$ cat config.mk
export PLATFORM = sky130hd
export DESIGN_NAME = layer0_counter
export DESIGN_NICKNAME = d
export VERILOG_FILES = /design/src/rtl/layer0_pkg.sv /design/src/rtl/layer0_act.sv /design/src/rtl/layer0_counter.sv
export SDC_FILE = /design/constraint.sdc
export NUM_CORES = 1
export LEC_CHECK = 0
export BUFFER_PORTS_ARGS = -buffer_cell sky130_fd_sc_hd__buf_4
export CORE_AREA = 8 8 45 47
export DETAILED_ROUTE_END_ITERATION = 7
export DIE_AREA = 0 0 53 55
export SLEW_MARGIN = 15
export SYNTH_ARGS = -nofsm -noshare
export SYNTH_HDL_FRONTEND = slang
export SYNTH_SLANG_ARGS = --single-unit
$ cat constraint.sdc
create_clock -name clk -period 0.8 [get_ports clk]
set_clock_uncertainty 0.05 [all_clocks]
set_input_delay 0.08 -clock clk [delete_from_list [all_inputs] [get_ports clk]]
set_output_delay 0.08 -clock clk [all_outputs]
set_load 0.03 [all_outputs]
$ cat src/rtl/layer0_pkg.sv
// Shared types and Q-format constants for the layer-0 neuron datapath.
// FRAC fractional bits, so ONE is 1.0 and HALF is 0.5 in fixed point.
package layer0_pkg;

  localparam int DW_DEF       = 8;
  localparam int FRAC         = 4;
  localparam int ONE          = 1 << FRAC;
  localparam int HALF         = 1 << (FRAC - 1);
  localparam int N_INPUTS_DEF = 2;

  typedef logic signed [DW_DEF-1:0] fix_t;

  typedef enum logic {
    RELU = 1'b0,
    HSIG = 1'b1
  } act_mode_e;

endpackage

$ cat src/rtl/layer0_act.sv
// Combinational activation for one lane: ReLU or hard sigmoid
// clamp((z >>> 2) + HALF, 0, ONE), evaluated one bit wider so the add cannot wrap.
module layer0_act
  import layer0_pkg::*;
#(
  parameter act_mode_e MODE = RELU,
  parameter int        DW   = DW_DEF,
  parameter int        FRAC = layer0_pkg::FRAC
) (
  input  logic signed [DW-1:0] z,
  output logic signed [DW-1:0] a
);

  localparam int ONE_I  = 1 << FRAC;
  localparam int HALF_I = 1 << (FRAC - 1);

  generate
    if (MODE == HSIG) begin : g_hsig
      logic signed [DW:0] wide;
      logic signed [DW:0] sum;

      always_comb begin
        wide = $signed({z[DW-1], z}) >>> 2;
        sum  = wide + $signed((DW+1)'(HALF_I));
        a    = '0;
        if (sum < 0) begin
          a = '0;
        end else if (sum > $signed((DW+1)'(ONE_I))) begin
          a = DW'(ONE_I);
        end else begin
          a = sum[DW-1:0];
        end
      end
    end else begin : g_relu
      always_comb begin
        a = '0;
        if (!z[DW-1]) begin
          a = z;
        end
      end
    end
  endgenerate

endmodule

$ cat src/rtl/layer0_counter.sv
// Counts MAC acknowledges per neuron evaluation and drives two activation lanes.
// Lane 1 is a hard sigmoid when LAYER0_SIGMOID_EN is defined, ReLU otherwise.
module layer0_counter
  import layer0_pkg::*;
#(
  parameter int N_INPUTS = N_INPUTS_DEF,
  parameter int DW       = DW_DEF,
  parameter int FRAC     = layer0_pkg::FRAC,
  localparam int CW      = (N_INPUTS > 1) ? $clog2(N_INPUTS) : 1
) (
  input  logic                 clk,
  input  logic                 rst,
  input  logic                 ack,
  output logic                 ack_mac,
  output logic [CW-1:0]        count,
  input  logic signed [DW-1:0] z_value0,
  input  logic signed [DW-1:0] z_value1,
  output logic signed [DW-1:0] a0,
  output logic signed [DW-1:0] a1
);

`ifdef LAYER0_SIGMOID_EN
  localparam act_mode_e LANE1_MODE = HSIG;
`else
  localparam act_mode_e LANE1_MODE = RELU;
`endif

  localparam logic [CW-1:0] LAST = CW'(N_INPUTS - 1);

  logic last_ack;

  assign last_ack = ack && (count == LAST);

  // An ack coincident with ack_mac belongs to the next group, so no
  // gating on ack_mac here.
  always_ff @(posedge clk) begin
    if (!rst) begin
      count   <= '0;
      ack_mac <= 1'b0;
    end else begin
      ack_mac <= last_ack;
      if (last_ack) begin
        count <= '0;
      end else if (ack) begin
        count <= count + 1'b1;
      end
    end
  end

  layer0_act #(
    .MODE (RELU),
    .DW   (DW),
    .FRAC (FRAC)
  ) u_act0 (
    .z (z_value0),
    .a (a0)
  );

  layer0_act #(
    .MODE (LANE1_MODE),
    .DW   (DW),
    .FRAC (FRAC)
  ) u_act1 (
    .z (z_value1),
    .a (a1)
  );

endmodule

==> qor.yml <==
antenna_found_initial: 0
finalSetupTns_ns: -0.02712
grt_max_degree: 8
synthFlopType: "dfxtp_1"
fill_cells: 158
multi_input_area_um2: 127.6
cts_max_path_buffers: 2
cts_buffers: 3
fin_nets: 79
yosys-top-cells-area: "and2b_1 34%, dfxtp_1 22%, nor2b_1 21%"
reg2reg_to: "count$_SDFFE_PP0P_"
synthAdderAreaFrac: 0
finalCritPeriodShare: 1.034
synthMuxAreaShare: 0
cts_root_buffer: "clkbuf_4"
die_x_um: 53
vias: 271
ys_async_sr_fraction: 0
p_leak_uw: 0.0002780
grt_pass1_wl_um: 1041
clkPwrFrac: 0.378
ir_drop_uv: 298.9
yosys.area_share.simple: 0.6224
p_sw_frac: 0.3297
gp_congestion: 0.7103
cp_max_fo: 3
antenna_cells: 0
r2r_setup_slack_ns: 0.04
drt_pass1_iterations: 2
placement_rows: 14
rsz0062_at_grt: "yes"
fmax_mhz: 1209
synth_top_cell_area_share: 0.3357
yosysTopAreaCell: "and2b_1"
yosysUniqueCellTypes: 8
worstPathRequired_ns: 0.67
hp-class: "in2reg"
drc: 0
worstHoldStart: "rst"
setup.worst_path.start: "count$_SDFFE_PP0P_"
clock_latency_ns: 0.23
syn_to_final_growth_pct: 169.2
port_buffers: 34
holdBufCountCts: 0
post_cts_buffers: 0
crit_chain: "buf_6"
first_iter_violations: 1
grt_pass1_vias: 243
fin_worst_hold_slack_ns: 0.02938
arrival_ns: 0.70
p_comb_frac: 0.445
clock-sinks: 2
totalWireLength_um: 833
synth_seq_area_share: 0.2238
synth_compound_area_frac: 0
crit_end: "count"
seq_area_um2: 45.04
antenna_left: 0
finalMaxSlewViolations: 0
hold_violations: 0
violations: "negative setup slack"
synth_commonest_cells: "8 x and2b_1, 6 x nor2b_1, 2 x buf_4, 2 x dfxtp_1"
ys.warnings.count: 0
r2r_cells: 2
routed_via_density: 3.613
drv_cap: 0
finalSetupViolCount: 1
overflow: 0
seqPwrFrac: 0.177
yosysMostFrequentCell: "and2b_1"
die_h_um: 55
grtUsageTotal: 0.05180
syn_avg_cell_area_um2: 8.133
cpPeakStageDelay_ns: 0.34
p_int_uw: 435.2
synth-xor-area-share: 0.04895
crit_cells: 1
period_minus_slack_ns: 0.8271
p_sw_uw: 214.1
io_pins: 37
crit_type: "reg2out"
slowest_stage: "dfxtp_4"
syn_area_um2: 178.9
endpoint_kind: "primary output"
core-area_mm2: 0.001384
cp.buffers_inverters: 1
clk_pin_slew_worst_paths_ns: 0.03
synth_cells: 22
start_kind: "flip-flop"
synth_top_family_by_area: "simple AND/OR/NAND/NOR gates"
start_util: 0.1293
cp_top_family: "flip-flops"
power_density_mw_per_mm2: 1348
die_area_mm2: 0.002915
status: "finished, violations left"
r2r-start: "count$_SDFFE_PP0P_"
ys_seq_elements: 2
cts_tree: "yes"
synth_edf_count: 0
drt-wirelength-per-cell_um: 11.11
htreeDepth: 1
drive_gt1_frac: 0.6780
worst_slack_ns: -0.02712
stage by stage:
| stage | instance area, um2 | instances | utilization | power, uW | setup slack, ns |
|---|---|---|---|---|---|
| after floorplan | 186.4 | 23 | - | 264.8 | 0.01568 |
| after global placement | 446.7 | 71 | 0.3228 | 399.3 | 0.06067 |
| after detailed placement | 446.7 | 71 | 0.3228 | 402.8 | 0.04839 |
| after CTS | 476.7 | 75 | 0.3445 | 663.9 | -0.03799 |
| after global routing | 481.7 | 75 | 0.3481 | 698.7 | -0.05764 |
| final | 481.7 | 75 | 0.3481 | 649.3 | -0.02712 |
per-layer routing:
layer / wire length (um) / vias up / global-route usage
met1: 217 / 122 / 0.03323
met4: 0 / 0 / 0.03879
li1: - / 136 / -
met3: 101 / 0 / 0.04278
met5: 0 / - / 0
met2: 514 / 13 / 0.09375
registers in the layout, summed over array words and instances, names as in the netlist:
signal / flops
ack_mac: 1
count: 1
cell usage in the layout, fill, tap and decap left out:
cell type / instances
dfxtp_2: 1
dfxtp_4: 1
buf_4: 32
and2_1: 1
conb_1: 2
and3_2: 1
nor2b_1: 6
clkbuf_4: 3
clkbuf_1: 1
and2b_1: 8
xor2_1: 1
buf_6: 2
worst min path at each step:
stage          slack [ns]  cells past startpoint                 end
3_3_place_gp         0.25                      2  count$_SDFFE_PP0P_
3_5_place_dp         0.26                      2  count$_SDFFE_PP0P_
2_1_floorplan        0.16                      1  count$_SDFFE_PP0P_
4_1_cts              0.03                      2  count$_SDFFE_PP0P_
5_1_grt              0.01                      2  count$_SDFFE_PP0P_
6_report             0.03                      2  count$_SDFFE_PP0P_
final cells by class:
cell class	count	share of cell area
Tap cell	16	0.04156
Multi-Input combinational cell	19	0.2649
Sequential cell	2	0.09351
Timing Repair Buffer	34	0.5455
Clock buffer	4	0.05455
power groups by stage:
stage	logic [uW]	registers (uW)	clock network, uW
after CTS	292	114	258
after detailed placement	289	114	0
final	289	115	245
after global placement	285	114	0
after floorplan	136	129	0
after global routing	305	116	278
cells by family (layout without fill, tap and decap cells):
group / count (synthesis) / in the layout
simple gates: 16 / 16
flops: 2 / 2
buf+inv: 2 / 38
other cells: 1 / 2
xor+xnor: 1 / 1
repair_timing:
action	CTS	global route
cloned	0	0
resized for setup	1	2
setup endpoints to repair	1	2
(Power assumes the default switching activity.)
